--- src/rtl/b2s_receiver.sv ---
// b2s single-wire bus receiver.
// Decodes low-pulse-width frames into WIDTH-bit words.
`timescale 1ns/1ps
module b2s_receiver #(
  parameter int unsigned WIDTH     = 32,
  parameter int unsigned LOW1_MAX  = 15,
  parameter int unsigned START_MAX = 25,
  parameter int unsigned LOW0_MAX  = 40,
  parameter int unsigned HIGH_MAX  = 60
) (
  input  logic             clk,
  input  logic             rst_n,
  input  logic             b2s_din,
  output logic [WIDTH-1:0] dout,
  output logic             dout_valid,
  output logic             frame_err,
  output logic             busy
);

  localparam int unsigned NW = 10;
  localparam int unsigned CW = $clog2(WIDTH + 1);

  localparam logic [NW-1:0] L1_LIM = NW'(LOW1_MAX);
  localparam logic [NW-1:0] ST_LIM = NW'(START_MAX);
  localparam logic [NW-1:0] L0_LIM = NW'(LOW0_MAX);
  localparam logic [NW-1:0] LO_SAT = NW'(LOW0_MAX + 1);
  localparam logic [NW-1:0] HI_LIM = NW'(HIGH_MAX);
  localparam logic [NW-1:0] HI_SAT = NW'(HIGH_MAX + 1);
  localparam logic [CW-1:0] LAST   = CW'(WIDTH - 1);

  typedef enum logic [2:0] {
    S_IDLE,
    S_HDR,
    S_BIT,
    S_DONE,
    S_ERR
  } state_t;

  state_t           r_state;
  state_t           w_state_nx;
  logic             r_s1;
  logic             r_s2;
  logic             r_s2_d;
  logic [NW-1:0]    r_low_cnt;
  logic [NW-1:0]    r_high_cnt;
  logic [CW-1:0]    r_cnt;
  logic [CW-1:0]    w_cnt_nx;
  logic [WIDTH-1:0] r_shift;
  logic [WIDTH-1:0] w_shift_nx;
  logic             r_rst_err;
  logic             w_restart;
  logic             w_load;
  logic             w_rise;
  logic             w_c1;
  logic             w_cst;
  logic             w_c0;
  logic             w_hto;

  // Two-flop synchronizer plus one delayed copy for edge detect
  always_ff @(posedge clk or negedge rst_n) begin
    if (!rst_n) begin
      r_s1   <= 1'b1;
      r_s2   <= 1'b1;
      r_s2_d <= 1'b1;
    end else begin
      r_s1   <= b2s_din;
      r_s2   <= r_s1;
      r_s2_d <= r_s2;
    end
  end

  // Saturating low/high run-length counters on the synced line
  always_ff @(posedge clk or negedge rst_n) begin
    if (!rst_n) begin
      r_low_cnt  <= '0;
      r_high_cnt <= '0;
    end else if (!r_s2) begin
      if (r_s2_d)
        r_low_cnt <= NW'(1);
      else if (r_low_cnt != LO_SAT)
        r_low_cnt <= r_low_cnt + NW'(1);
    end else begin
      if (!r_s2_d)
        r_high_cnt <= NW'(1);
      else if (r_high_cnt != HI_SAT)
        r_high_cnt <= r_high_cnt + NW'(1);
    end
  end

  // Pulse classification, valid on the rise cycle
  always_comb begin
    w_rise = r_s2 & ~r_s2_d;
    w_c1   = (r_low_cnt != '0) && (r_low_cnt <= L1_LIM);
    w_cst  = (r_low_cnt > L1_LIM) && (r_low_cnt <= ST_LIM);
    w_c0   = (r_low_cnt > ST_LIM) && (r_low_cnt <= L0_LIM);
    w_hto  = r_s2 & r_s2_d & (r_high_cnt > HI_LIM);
  end

  // Frame FSM next-state and datapath controls
  always_comb begin
    w_state_nx = r_state;
    w_cnt_nx   = r_cnt;
    w_shift_nx = r_shift;
    w_restart  = 1'b0;
    w_load     = 1'b0;
    unique case (r_state)
      S_IDLE: begin
        if (w_rise && w_cst)
          w_state_nx = S_HDR;
      end
      S_HDR: begin
        w_cnt_nx = '0;
        if (w_hto)
          w_state_nx = S_ERR;
        else if (!r_s2)
          w_state_nx = S_BIT;
      end
      S_BIT: begin
        if (w_rise) begin
          if (w_c1 || w_c0) begin
            w_shift_nx = {w_c1, r_shift[WIDTH-1:1]};
            w_cnt_nx   = r_cnt + CW'(1);
            if (r_cnt == LAST) begin
              w_state_nx = S_DONE;
              w_load     = 1'b1;
            end
          end else if (w_cst) begin
            w_restart  = 1'b1;
            w_cnt_nx   = '0;
            w_state_nx = S_HDR;
          end else begin
            w_state_nx = S_ERR;
          end
        end else if (w_hto) begin
          w_state_nx = S_ERR;
        end
      end
      S_DONE:  w_state_nx = S_IDLE;
      S_ERR:   w_state_nx = S_IDLE;
      default: w_state_nx = S_IDLE;
    endcase
  end

  // FSM state, bit counter, shift register and output word
  always_ff @(posedge clk or negedge rst_n) begin
    if (!rst_n) begin
      r_state   <= S_IDLE;
      r_cnt     <= '0;
      r_shift   <= '0;
      r_rst_err <= 1'b0;
      dout      <= '0;
    end else begin
      r_state   <= w_state_nx;
      r_cnt     <= w_cnt_nx;
      r_shift   <= w_shift_nx;
      r_rst_err <= w_restart;
      if (w_load)
        dout <= w_shift_nx;
    end
  end

  // Status pulses decoded from the registered state
  always_comb begin
    busy       = (r_state == S_HDR) || (r_state == S_BIT);
    dout_valid = (r_state == S_DONE);
    frame_err  = (r_state == S_ERR) || r_rst_err;
  end

endmodule
--- config.mk ---
export PLATFORM = sky130hd
export DESIGN_NAME = b2s_receiver
export DESIGN_NICKNAME = d
export VERILOG_FILES = /design/src/rtl/b2s_receiver.sv
export SDC_FILE = /design/constraint.sdc
export NUM_CORES = 1
export LEC_CHECK = 0
export BUFFER_PORTS_ARGS = -buffer_cell sky130_fd_sc_hd__buf_2
export CORE_MARGIN = 1.5
export CORE_UTILIZATION = 45
export DETAILED_ROUTE_END_ITERATION = 12
export MAX_ROUTING_LAYER = met4
export SYNTH_ARGS = -nofsm -noshare
export SYNTH_HDL_FRONTEND = slang
export SYNTH_SLANG_ARGS = --single-unit
--- constraint.sdc ---
create_clock -name clk -period 5.1 [get_ports clk]
set_input_delay 0 -clock clk [delete_from_list [all_inputs] [get_ports clk]]
set_output_delay 0 -clock clk [all_outputs]
set_load 0.02 [all_outputs]
# Word level (Yosys, flattened, before mapping)

Index checks and enable logic that the tools add are counted.

Bits in registers: 97
Output and inout bits: 35
Logic and storage cells: 81

Add/sub/neg operators: 3
$lt $le $gt $ge: 6
Equal/unequal tests: 14
Mux-type cells: 28
Bitwise gates (word level): 5
Reductions and logical operators: 15

Operators with widths:

| cell                    | count |
|---|---|
| $mux W32                | 3 |
| $mux W10                | 4 |
| $mux W3                 | 8 |
| $add A10 B1 Y10 const B | 2 |
| $ne A10 B6 Y1 const B   | 2 |
| $mux W6                 | 3 |
| $pmux W6 S2             | 1 |
| $gt A10 B4 Y1 const B   | 1 |
| $gt A10 B5 Y1 const B   | 1 |
| $gt A10 B6 Y1 const B   | 1 |
| $le A10 B4 Y1 const B   | 1 |
| $le A10 B5 Y1 const B   | 1 |
| $le A10 B6 Y1 const B   | 1 |
| $reduce_bool A10 Y1     | 1 |
| $ne A3 B3 Y1 const B    | 3 |
| $pmux W3 S3             | 1 |
| $mux W1                 | 8 |
| $add A6 B1 Y6 const B   | 1 |
| $eq A3 B2 Y1 const B    | 2 |
| $eq A6 B5 Y1 const B    | 1 |
| $logic_and A1 B1 Y1     | 4 |
| $ne A2 B2 Y1 const B    | 2 |
| $ne A4 B4 Y1 const B    | 1 |
| $reduce_and A2 Y1       | 2 |
| 10 further kinds        | 16 |

# Depth between registers and ports, before layout

Gate-level depths: netlist of the first run.

Depth after elaboration: 6
Mapped depth: 9
Mapped depth without buffers: 7

# Worst setup path after synthesis of the first run

OpenSTA, ideal clock, no wires.

Path type: flip-flop to flip-flop
Start point: reg r_s2
End point: reg dout[10]
Arrival: 2.543 ns
Required time: 4.975 ns
Path slack: 2.432 ns
Cell stages (with the launch flop): 8
Path buffers: 2
Cell sequence: dfstp_2 clkbuf_1 clkinv_1 or3_4 nor3_4 nor3b_4 buf_6 mux2_2

Cells in the longest elaborated chain, start to end: 3
Elaborated cells between the ends (all ways): 5
Classes of those cells: mux: 4; bitwise: 1

Ends and longest elaborated chain:

| item                                       | line | source |
|---|---|---|
| start: declaration                         | 42   | `logic r_s2;` |
| start signal: assignment                   | 67   | `r_s2 <= r_s1;` |
| $and A1 B1 Y1 (*)                          | 92   | `w_rise = r_s2 & ~r_s2_d;` |
| $mux W32 / $mux W1 (equally long branches) | 119  | `if (w_rise) begin` |
| $mux W32 / $mux W1 (equally long branches) | 106  | `unique case (r_state)` |
| end signal: assignment                     | 158  | `dout <= w_shift_nx;` |
| end: declaration                           | 14   | `output logic [WIDTH-1:0] dout,` |

Every way passes the cells marked *; elsewhere a longest branch is shown, timed or not.
A chain may end at the register's enable or synchronous reset.

# Worst setup path in the final report of the first run

Start point: reg r_low_cnt[8]
End point: reg dout[23]

Cells in the longest elaborated chain, start to end: 6
Elaborated cells between the ends (all ways): 13
Classes of those cells: order compare: 3; mux: 6; reduce/logical: 4

Ends and longest elaborated chain:

| item                                        | line   | source |
|---|---|---|
| start: declaration                          | 44     | `logic [NW-1:0] r_low_cnt;` |
| start signal: assignment                    | 81     | `r_low_cnt <= r_low_cnt + NW'(1);` |
| $le A10 B4 Y1, or another cell as far along | 93     | `w_c1 = (r_low_cnt != '0) && (r_low_cnt <= L1_LIM);` |
| $logic_and A1 B1 Y1 (on tied branches)      | 93, 95 |  |
| $logic_or A1 B1 Y1 (*)                      | 120    | `if (w_c1 \|\| w_c0) begin` |
| $mux W32 / $mux W1 (equally long branches)  | 120    |  |
| $mux W32 / $mux W1 (equally long branches)  | 119    |  |
| $mux W32 / $mux W1 (equally long branches)  | 106    |  |

Marks and branches as above.

==> summary.md, run 1 <==
| Metric | Value |
|---|---|
| Status | finished, final reports clean |
| Worst R2R Start | r_low_cnt[8] |
| Synth Warn # | 0 |
| Syn Std Cell Area | around 0.0042 mm^2 |
| Antenna Violating Nets Remaining | 0 |
| Max Clk Rate | roughly 270 MHz |
| Crit path launch | r_low_cnt[8] |
| Initial Utilization | between 40% and 50% |
| Core Area | between 0.009 and 0.01 mm^2 |
| Number of vias per cell | 5.32 |
| Non-Filler Instances | 552 |
| Max_cap viols | 0 |
| Slew HR | 29.0% |
| Synth unique cells | between 50 and 60 |
| Diode count | 0 |
| Leak | between 0.002 and 0.0025 uW |
| Vias in the first global route | between 2000 and 3000 |
| Final period util | 72.0% |
| Most used DFF post-synth | dfrtp_1 |
| Placed Area | roughly 0.0045 mm^2 |
| Crit path required time | 5340 ps |
| Fill cells | 850 |
| Least-Margin Pin Slew | 1070 ps |
| R2R cell count | 7 |
| FP Rows | 35 |
| Fin Clk Skew | 17.1 ps |
| Wirelength, routed | 7.75 mm |
| Area Growth Syn to Fin | 11.3% |
| RR Endpoint | dout[23] |
| Initial drt markers | 126 |
| Setup TNS | 0 ps |
| Number of synthesized flops with an enable pin | 0 |
| Die height | between 90 and 100 um |
| Seq/Total Area, Yosys | a little under three fifths |
| Count of pins over their slew limit | 0 |
| PD cells | 294 mW/mm^2 |
| Clock slew at reported path FFs | 100 ps |
| R2R Setup Slk | 1430 ps |
| Post-CTS Setup Repair Bufs | 0 |
| Ys async rst share | 100% |
| Global-route wire length before repair | 13.9 mm |
| TritonCTS Buffers | 9 |
| CP max FO | 36 |
| Clock Sinks | 96 |
| Ratio of cells with drive above 1 in the final layout | 22.0% |
| Critical path launch point type | flip-flop |
| Synth Register Bits | 96 |
| Final hold violations | 0 |
| GRT overflow | 0 |
| Arrival time at the worst endpoint | 3920 ps |
| IO Pins | 38 |
| CTS Root Cell | clkbuf_8 |
| Port Buffer Count | 37 |
| Antenna violations before repair | 0 |
| Largest net degree at the start of global routing | between 60 and 70 |
| Mean Syn Cell Area | around 11 um^2 |
| Deepest clock path buffer count | 2 |
| DRC | 0 |
| GPL Wtd Cong | roughly 0.84 |
| Die area | 0.00999 mm^2 |
| WL/cell | 14.0 um |
| Die span in x | 99.9 um |
| Syn_nets | 411 |
| Worst-Skew Late Latency | around 360 ps |
| TritonCTS clock tree | yes |
| H-tree Lvls | 3 |
| Syn Inst Count | 400 |
| Vias | 2934 |
| VDD IR max | ~0.19 mV |
| Router iterations before antenna repair | 4 |
| Post-CTS sizing | 0 |
| GRT Overall Usage | 18.1% |
| Hold Crit Class | primary input to asynchronous set/reset pin |
| Post-layout min period | 3670 ps |
| Final setup viols | 0 |
| Placed Cells | 534 |
| Post-CTS Hold Buffers | 2 |
| CP endpoint kind | flip-flop |
| RSZ-0062 raised after global routing | no |
| DP Wirelength | 5.18 mm |
| Finished Cell Area | 0.00471 mm^2 |
| Setup CP Type | flip-flop to flip-flop |
| Final net count | 447 |
-- critical path: stages (launching register included) --
cell and delay [ps]:
dfrtp_1 420, or4_1 680, or3_4 410, nor3_4 150
buf_4 360, nor3b_4 750, buf_4 390, mux2_2 370
-- synthesized netlist by cell type, types with 4 or more instances --
master | n | share of area [%]
nand2_1 | 103 | 9.1
dfrtp_1 | 93 | 55
mux2_2 | 33 | 8.8
nor2_1 | 21 | 1.9
nand3_1 | 14 | 1.7
o21ai_0 | 14 | 1.7
clkbuf_1 | 13 | 1.2
inv_1 | 11 | 0.98
a21oi_1 | 9 | 1.1
ha_1 | 8 | 2.4
xor2_1 | 5 | 1.0
nand4_1 | 4 | 0.59
nor3b_1 | 4 | 0.71
nor4_1 | 4 | 0.59
or3_1 | 4 | 0.59
-- registers in the layout (all words and copies together) (netlist names) --
signal / cells
r_shift: 31
r_high_cnt: 10
r_state: 3
dout: 32
r_cnt: 6
r_low_cnt: 10
r_s2: 1
r_s1: 1
r_rst_err: 1
r_s2_d: 1
-- how the worst max path moves through the flow --
stage                     to  slack (ps)  cells after the start
finish              dout[23]        1430                      7
global route        dout[25]        1110                      7
CTS                 dout[23]        1360                      7
detailed placement  dout[23]        1400                      7
global placement    dout[25]        1450                      7
floorplan           dout[10]        2430                      7
-- power breakdown --
group | internal, uW | switching [uW]
sequential | 777 | 27.4
clock | 232 | 260
combinational | 30.9 | 55.8
total | 1040 | 343
-- stage by stage --
step	util [%]	total power, uW	hold slack, ps	setup slack [ps]
global placement	48.8	902	-20.1	1450
global route	51.2	1460	143	1110
finish	51.2	1380	128	1430
CTS	51.2	1410	126	1360
floorplan	-	870	-296	2430
detailed placement	48.8	905	-17.5	1400
-- cells in the final DEF (no fill, tap or decap), drive strengths merged, types with 3 or more instances in the layout --
cell	Yosys	final
xnor2	3	3
nor4	4	4
dfrtp	93	93
nor2	21	21
nand2	103	103
mux2	33	33
inv	11	13
or3	5	5
and3	3	3
nand4	4	4
a21o	3	3
buf	4	40
or3b	3	3
clkbuf	13	11
a21oi	9	9
nor3b	5	5
o21ai	15	15
nor3	4	4
nor4b	3	3
dfstp	3	3
xor2	5	5
nand3	14	14
ha	8	8
-- per-layer routing --
layer	part of all wire, %	GRT usage [%]	up-vias
li1	-	-	1436
met1	48	22.9	1441
met2	48	28.4	48
met3	3.6	5.57	9
met4	0.95	4.66	0
met5	0	-	-
-- cell type report --
cell class	instances	area (um^2)	share of cell area (%)
tap	111	139	2.95
multi-input combinational	275	1690	35.9
clock inverter	5	65.1	1.38
sequential	96	2410	51.1
clock buffer	11	131	2.79
inverter	12	45.0	0.957
timing repair buffer	42	230	4.89
-- kinds of logic (layout without fill, tap and decap cells) --
family / Yosys count / count (layout) / share of synthesized area [%]
AO/OA/AOI/OAI: 47 / 47 / 7.10
AND/OR/NAND/NOR: 178 / 178 / 19.9
multiplexers: 34 / 34 / 9.02
buffers and inverters: 29 / 70 / 3.11
adder cells (fa/ha/maj): 8 / 8 / 2.37
XOR/XNOR: 8 / 8 / 1.66
flip-flops: 96 / 96 / 56.9
Note: power is estimated with default switching activity, not from simulation.
==> run 2, diff against run 1 <==
Clock period 5.1 ns to 3.5 ns, I/O delays scaled along.
==> summary.md, run 2 (synthesis results as in run 1) <==
| Metric | Value |
|---|---|
| Register area | about 0.0024 mm^2 |
| Ratio of cells with drive above 1 in the final layout | between 20% and 30% |
| Setup CP Type | flip-flop to flip-flop |
| Max Clk Rate | around 360 MHz |
| Combinational Power Share | 6.1% |
| DP Wirelength | 5.11 mm |
| GPL Wtd Cong | 0.800 |
| Part of the power in registers | ~57% |
| GRT Overall Usage | 17.5% |
| FP Rows | 35 |
| H-tree Lvls | 3 |
| GRT overflow | 0 |
| Largest net degree at the start of global routing | 41 |
| Status | finished, final reports clean |
| TritonCTS clock tree | yes |
| Final net count | 449 |
| Crit path required time | approximately 3700 ps |
| Clock slew at reported path FFs | 100 ps |
| Antenna violations before repair | 0 |
| Initial Utilization | 46.0% |
| Fill cells | 870 |
| Most frequent cells in the layout | nand2_1, dfrtp_1, buf_2 |
| Router iterations before antenna repair | 4 |
| Post-layout min period | 2810 ps |
| Largest regs | dout: 32 flops, r_shift: 31 flops |
| Fin Clk Skew | 13.4 ps |
| Vias | 2938 |
| Initial drt markers | between 100 and 150 |
| Final setup viols | 0 |
| Die height | between 90 and 100 um |
| PD cells | between 400 and 500 mW/mm^2 |
| IO Pins | 38 |
| Biggest register | dout |
| Switching share of power | 25.7% |
| Post-CTS Setup Repair Bufs | 0 |
| Port Buffer Count | 37 |
| Count of pins over their slew limit | 0 |
| RSZ-0062 raised after global routing | no |
| Psw | 525 uW |
| Number of vias per cell | 5.30 |
| Max reg flops | 32 |
| VDD IR max | 0.257 mV |
| Core Area | 0.00920 mm^2 |
| Die span in x | between 90 and 100 um |
| Area Growth Syn to Fin | 12.1% |
| Clock Sinks | 96 |
| CTS Root Cell | clkbuf_8 |
| Area of the multi-input gates | 0.00169 mm^2 |
| Die area | 0.00999 mm^2 |
| Commonest non-fill, non-tap cell in the layout | nand2_1 |
| Final hold violations | 0 |
| Post-CTS Hold Buffers | 2 |
| Least-Margin Pin Slew | between 1000 and 1500 ps |
| Antenna Violating Nets Remaining | 0 |
| CP max FO | 32 |
| Clock Power Share | 36.5% |
| Final period util | 80.2% |
| Wirelength, routed | 7.54 mm |
| Post-CTS sizing | 0 |
| Leak | 0.00246 uW |
| CP endpoint kind | flip-flop |
| Tot Pwr | 2050 uW |
| Critical path launch point type | flip-flop |
| DRC | 0 |
| Max_cap viols | 0 |
| Final core occ | 51.6% |
| Hold Crit Class | primary input to asynchronous set/reset pin |
| Power Internal | 1520 uW |
| Hold Slack | 123 ps |
| TritonCTS Buffers | 9 |
| Deepest clock path buffer count | 2 |
| Worst-Skew Late Latency | 380 ps |
| Global-route wire length before repair | ~13 mm |
| WL/cell | approximately 14 um |
| Slew HR | 31.4% |
| Setup TNS | 0 ps |
| Vias in the first global route | roughly 2900 |
| Arrival time at the worst endpoint | 3030 ps |
| Diode count | 0 |
| R2R cell count | 6 |
[run 2: worst max-delay path, cell delays in order (launching register included)]
cell and delay, ps:
dfrtp_1 420, inv_1 140, ha_1 180, nand2b_1 100, a221oi_1 730, or3_1 910, o21ai_0 170
[run 2: stage by stage]
step / setup slack [ps] / instance area [um^2] / cells
floorplan: 832 / 4230 / 400
global placement: 717 / 4520 / 536
detailed placement: 658 / 4520 / 536
CTS: 627 / 4740 / 554
global route: 372 / 4740 / 554
finish: 692 / 4740 / 554
[run 2: final cells by class]
cell class                 instances  area share (%)
clock inverter                     6            1.56
multi-input combinational        275            35.7
sequential                        96            50.8
timing repair buffer              44            5.44
clock buffer                      10            2.69
inverter                          12           0.950
tap                              111            2.93
[run 2: worst paths after layout]
kind | start | end | slack [ps]
worst max-delay path | r_low_cnt[1] | r_cnt[0] | 690
max in group asynchronous | rst_n | dout[31] | 2560
worst min register to register | r_s1 | r_s2 | 360
worst max register to register | r_low_cnt[1] | r_cnt[0] | 690
worst min-delay path | rst_n | r_high_cnt[3] | 120
min in group clk | b2s_din | r_s1 | 270
[run 2: power groups by stage]
| stage | sequential [uW] | clock (uW) | combinational, uW |
|---|---|---|---|
| global placement | 1190 | 0 | 121 |
| CTS | 1170 | 772 | 128 |
| detailed placement | 1190 | 0 | 126 |
| finish | 1170 | 746 | 126 |
| floorplan | 1170 | 0 | 95.0 |
| global route | 1180 | 818 | 147 |
[run 2: per-layer routing]
layer  up-vias  track usage [%]  share of wire, %
met5         -                -                 0
met4         0             6.72              0.80
met3         4             4.87               4.4
met2        55             25.9                47
met1      1425             23.0                48
li1       1454                -                 -
==> run 3, diff against run 2 <==
Settings changed: PLACE_DENSITY from default to 0.66.
Clock period 3.5 ns to 2.4 ns, I/O delays scaled along.
==> summary.md, run 3 (synthesis results as in run 1) <==
| Metric | Value |
|---|---|
| Final hold violations | 0 |
| Router iterations before antenna repair | 4 |
| Global-route wire length before repair | 14.0 mm |
| GPL Wtd Cong | between 0.8 and 0.9 |
| Arrival time at the worst endpoint | 2620 ps |
| Switching share of power | 23.2% |
| GRT Overall Usage | between 10% and 20% |
| CP endpoint kind | flip-flop |
| Largest net degree at the start of global routing | 50 |
| H-tree Lvls | 3 |
| Number of vias per cell | 5.21 |
| Worst R2R Start | r_low_cnt[8] |
| Max reg flops | 32 |
| R2R cell count | 7 |
| Largest regs | dout: 32 flops, r_shift: 31 flops |
| DRC | 0 |
| Wirelength, routed | 8.12 mm |
| Commonest non-fill, non-tap cell in the layout | nand2_1 |
| CP max FO | 10 |
| Part of the power in registers | 53.8% |
| TritonCTS clock tree | yes |
| Most frequent cells in the layout | nand2_1, dfrtp_1, buf_2 |
| Initial Utilization | 46.0% |
| VDD IR max | ~0.39 mV |
| Die span in x | 99.9 um |
| Final period util | 99.1% |
| Crit path required time | 2640 ps |
| Worst-Skew Late Latency | 350 ps |
| Ratio of cells with drive above 1 in the final layout | 27.1% |
| Power Internal | 2440 uW |
| Status | finished, final reports clean |
| Diode count | 0 |
| Placed Cells | 551 |
| FP Rows | 35 |
| RR Endpoint | dout[19] |
| R2R Setup Slk | 20 ps |
| Critical path launch point type | flip-flop |
| Clock slew at reported path FFs | 90 ps |
| Die height | 99.9 um |
| Clock Sinks | 96 |
| Clock Power Share | slightly below 40% |
| Initial drt markers | 141 |
| TritonCTS Buffers | 9 |
| Non-Filler Instances | 573 |
| PD cells | about 630 mW/mm^2 |
| Antenna violations before repair | 0 |
| Post-layout min period | roughly 2400 ps |
| Vias | around 3000 |
| Fin Clk Skew | 11.3 ps |
| WL/cell | ~14 um |
| Port Buffer Count | 37 |
| Die area | around 0.01 mm^2 |
| Antenna Violating Nets Remaining | 0 |
| Vias in the first global route | 2941 |
| DP Wirelength | 5.28 mm |
| Hold Slack | between 200 and 250 ps |
| Combinational Power Share | 6.9% |
| Leak | approximately 0.0026 uW |
| Max Clk Rate | 421 MHz |
| Least-Margin Pin Slew | 640 ps |
| Setup CP Type | flip-flop to flip-flop |
| Slew HR | ~57% |
| Max_cap viols | 0 |
| CTS Root Cell | clkbuf_8 |
| IO Pins | 38 |
| Deepest clock path buffer count | 2 |
| Final net count | about 470 |
| Count of pins over their slew limit | 0 |
| Final setup viols | 0 |
| Psw | 735 uW |
| Area Growth Syn to Fin | 19.5% |
| Core Area | 0.00920 mm^2 |
| Biggest register | dout |
| Tot Pwr | 3170 uW |
| RSZ-0062 raised after global routing | yes |
| Hold Crit Class | primary input to asynchronous set/reset pin |
| GRT overflow | 0 |
## run 3: cell count changes in the layout (fill, tap and decap cells not counted), moves of 2 or more
| cell | delta |
|---|---|
| inv_6 | -3 |
| buf_12 | +3 |
| buf_4 | +14 |
| mux2_4 | +12 |
| or4_4 | +2 |
| bufinv_16 | +2 |
| or4_1 | -2 |
| mux2_2 | -12 |
## run 3: per-layer routing
layer / vias up / share of wire [%] / GRT usage (%)
met1: 1446 / 49 / 23.6
met3: 4 / 3.2 / 5.92
met4: 0 / 0.60 / 3.90
met2: 55 / 47 / 28.9
met5: - / 0 / -
li1: 1483 / - / -
## run 3: final cells by class
cell class / count / area, um^2
timing repair buffer: 63 / 462
tap: 111 / 139
inverter: 12 / 46.3
clock buffer: 10 / 128
clock inverter: 6 / 115
sequential: 96 / 2410
multi-input combinational: 275 / 1760
fill: 802 / 4140
## run 3: worst max-delay path by stage
stage,from,endpoint,cells past startpoint
6_report,r_low_cnt[8],dout[19],7
5_1_grt,r_low_cnt[8],dout[0],7
3_3_place_gp,r_low_cnt[8],dout[8],6
4_1_cts,r_low_cnt[8],dout[19],6
3_5_place_dp,r_low_cnt[8],dout[13],6
2_1_floorplan,r_low_cnt[8],dout[10],7
## run 3: power by group through the flow
stage,Clock (uW),Combinational (uW),Sequential [uW]
global placement,0,207,1730
CTS,1280,220,1700
floorplan,0,139,1710
finish,1250,219,1710
detailed placement,0,213,1730
global route,1350,250,1710
## run 3: repair_timing
action,CTS,global route
hold endpoints to repair,48,0
buffers inserted,2,1
cloned,1,0
hold buffers,2,0
resized for setup,4,15
setup endpoints to repair,20,34
## run 3: metrics by stage
step	worst slack (ps)	TNS [ps]	cell area [um^2]	utilization, %
6_report	22.4	0	5050	55.0
5_1_grt	-89.0	-2370	5050	55.0
4_1_cts	-31.2	-285	5000	54.4
3_5_place_dp	-20.8	-160	4670	50.8
3_3_place_gp	32.3	0	4670	50.8
2_1_floorplan	-192	-5860	4230	-
## run 3: worst max-delay path, stage by stage, from the launching register on
cell and delay, ps:
dfrtp_1 390, or4_4 540, or3_4 360, nor3_4 130, nor3b_4 230, buf_4 170
buf_16 130, mux2_2 320
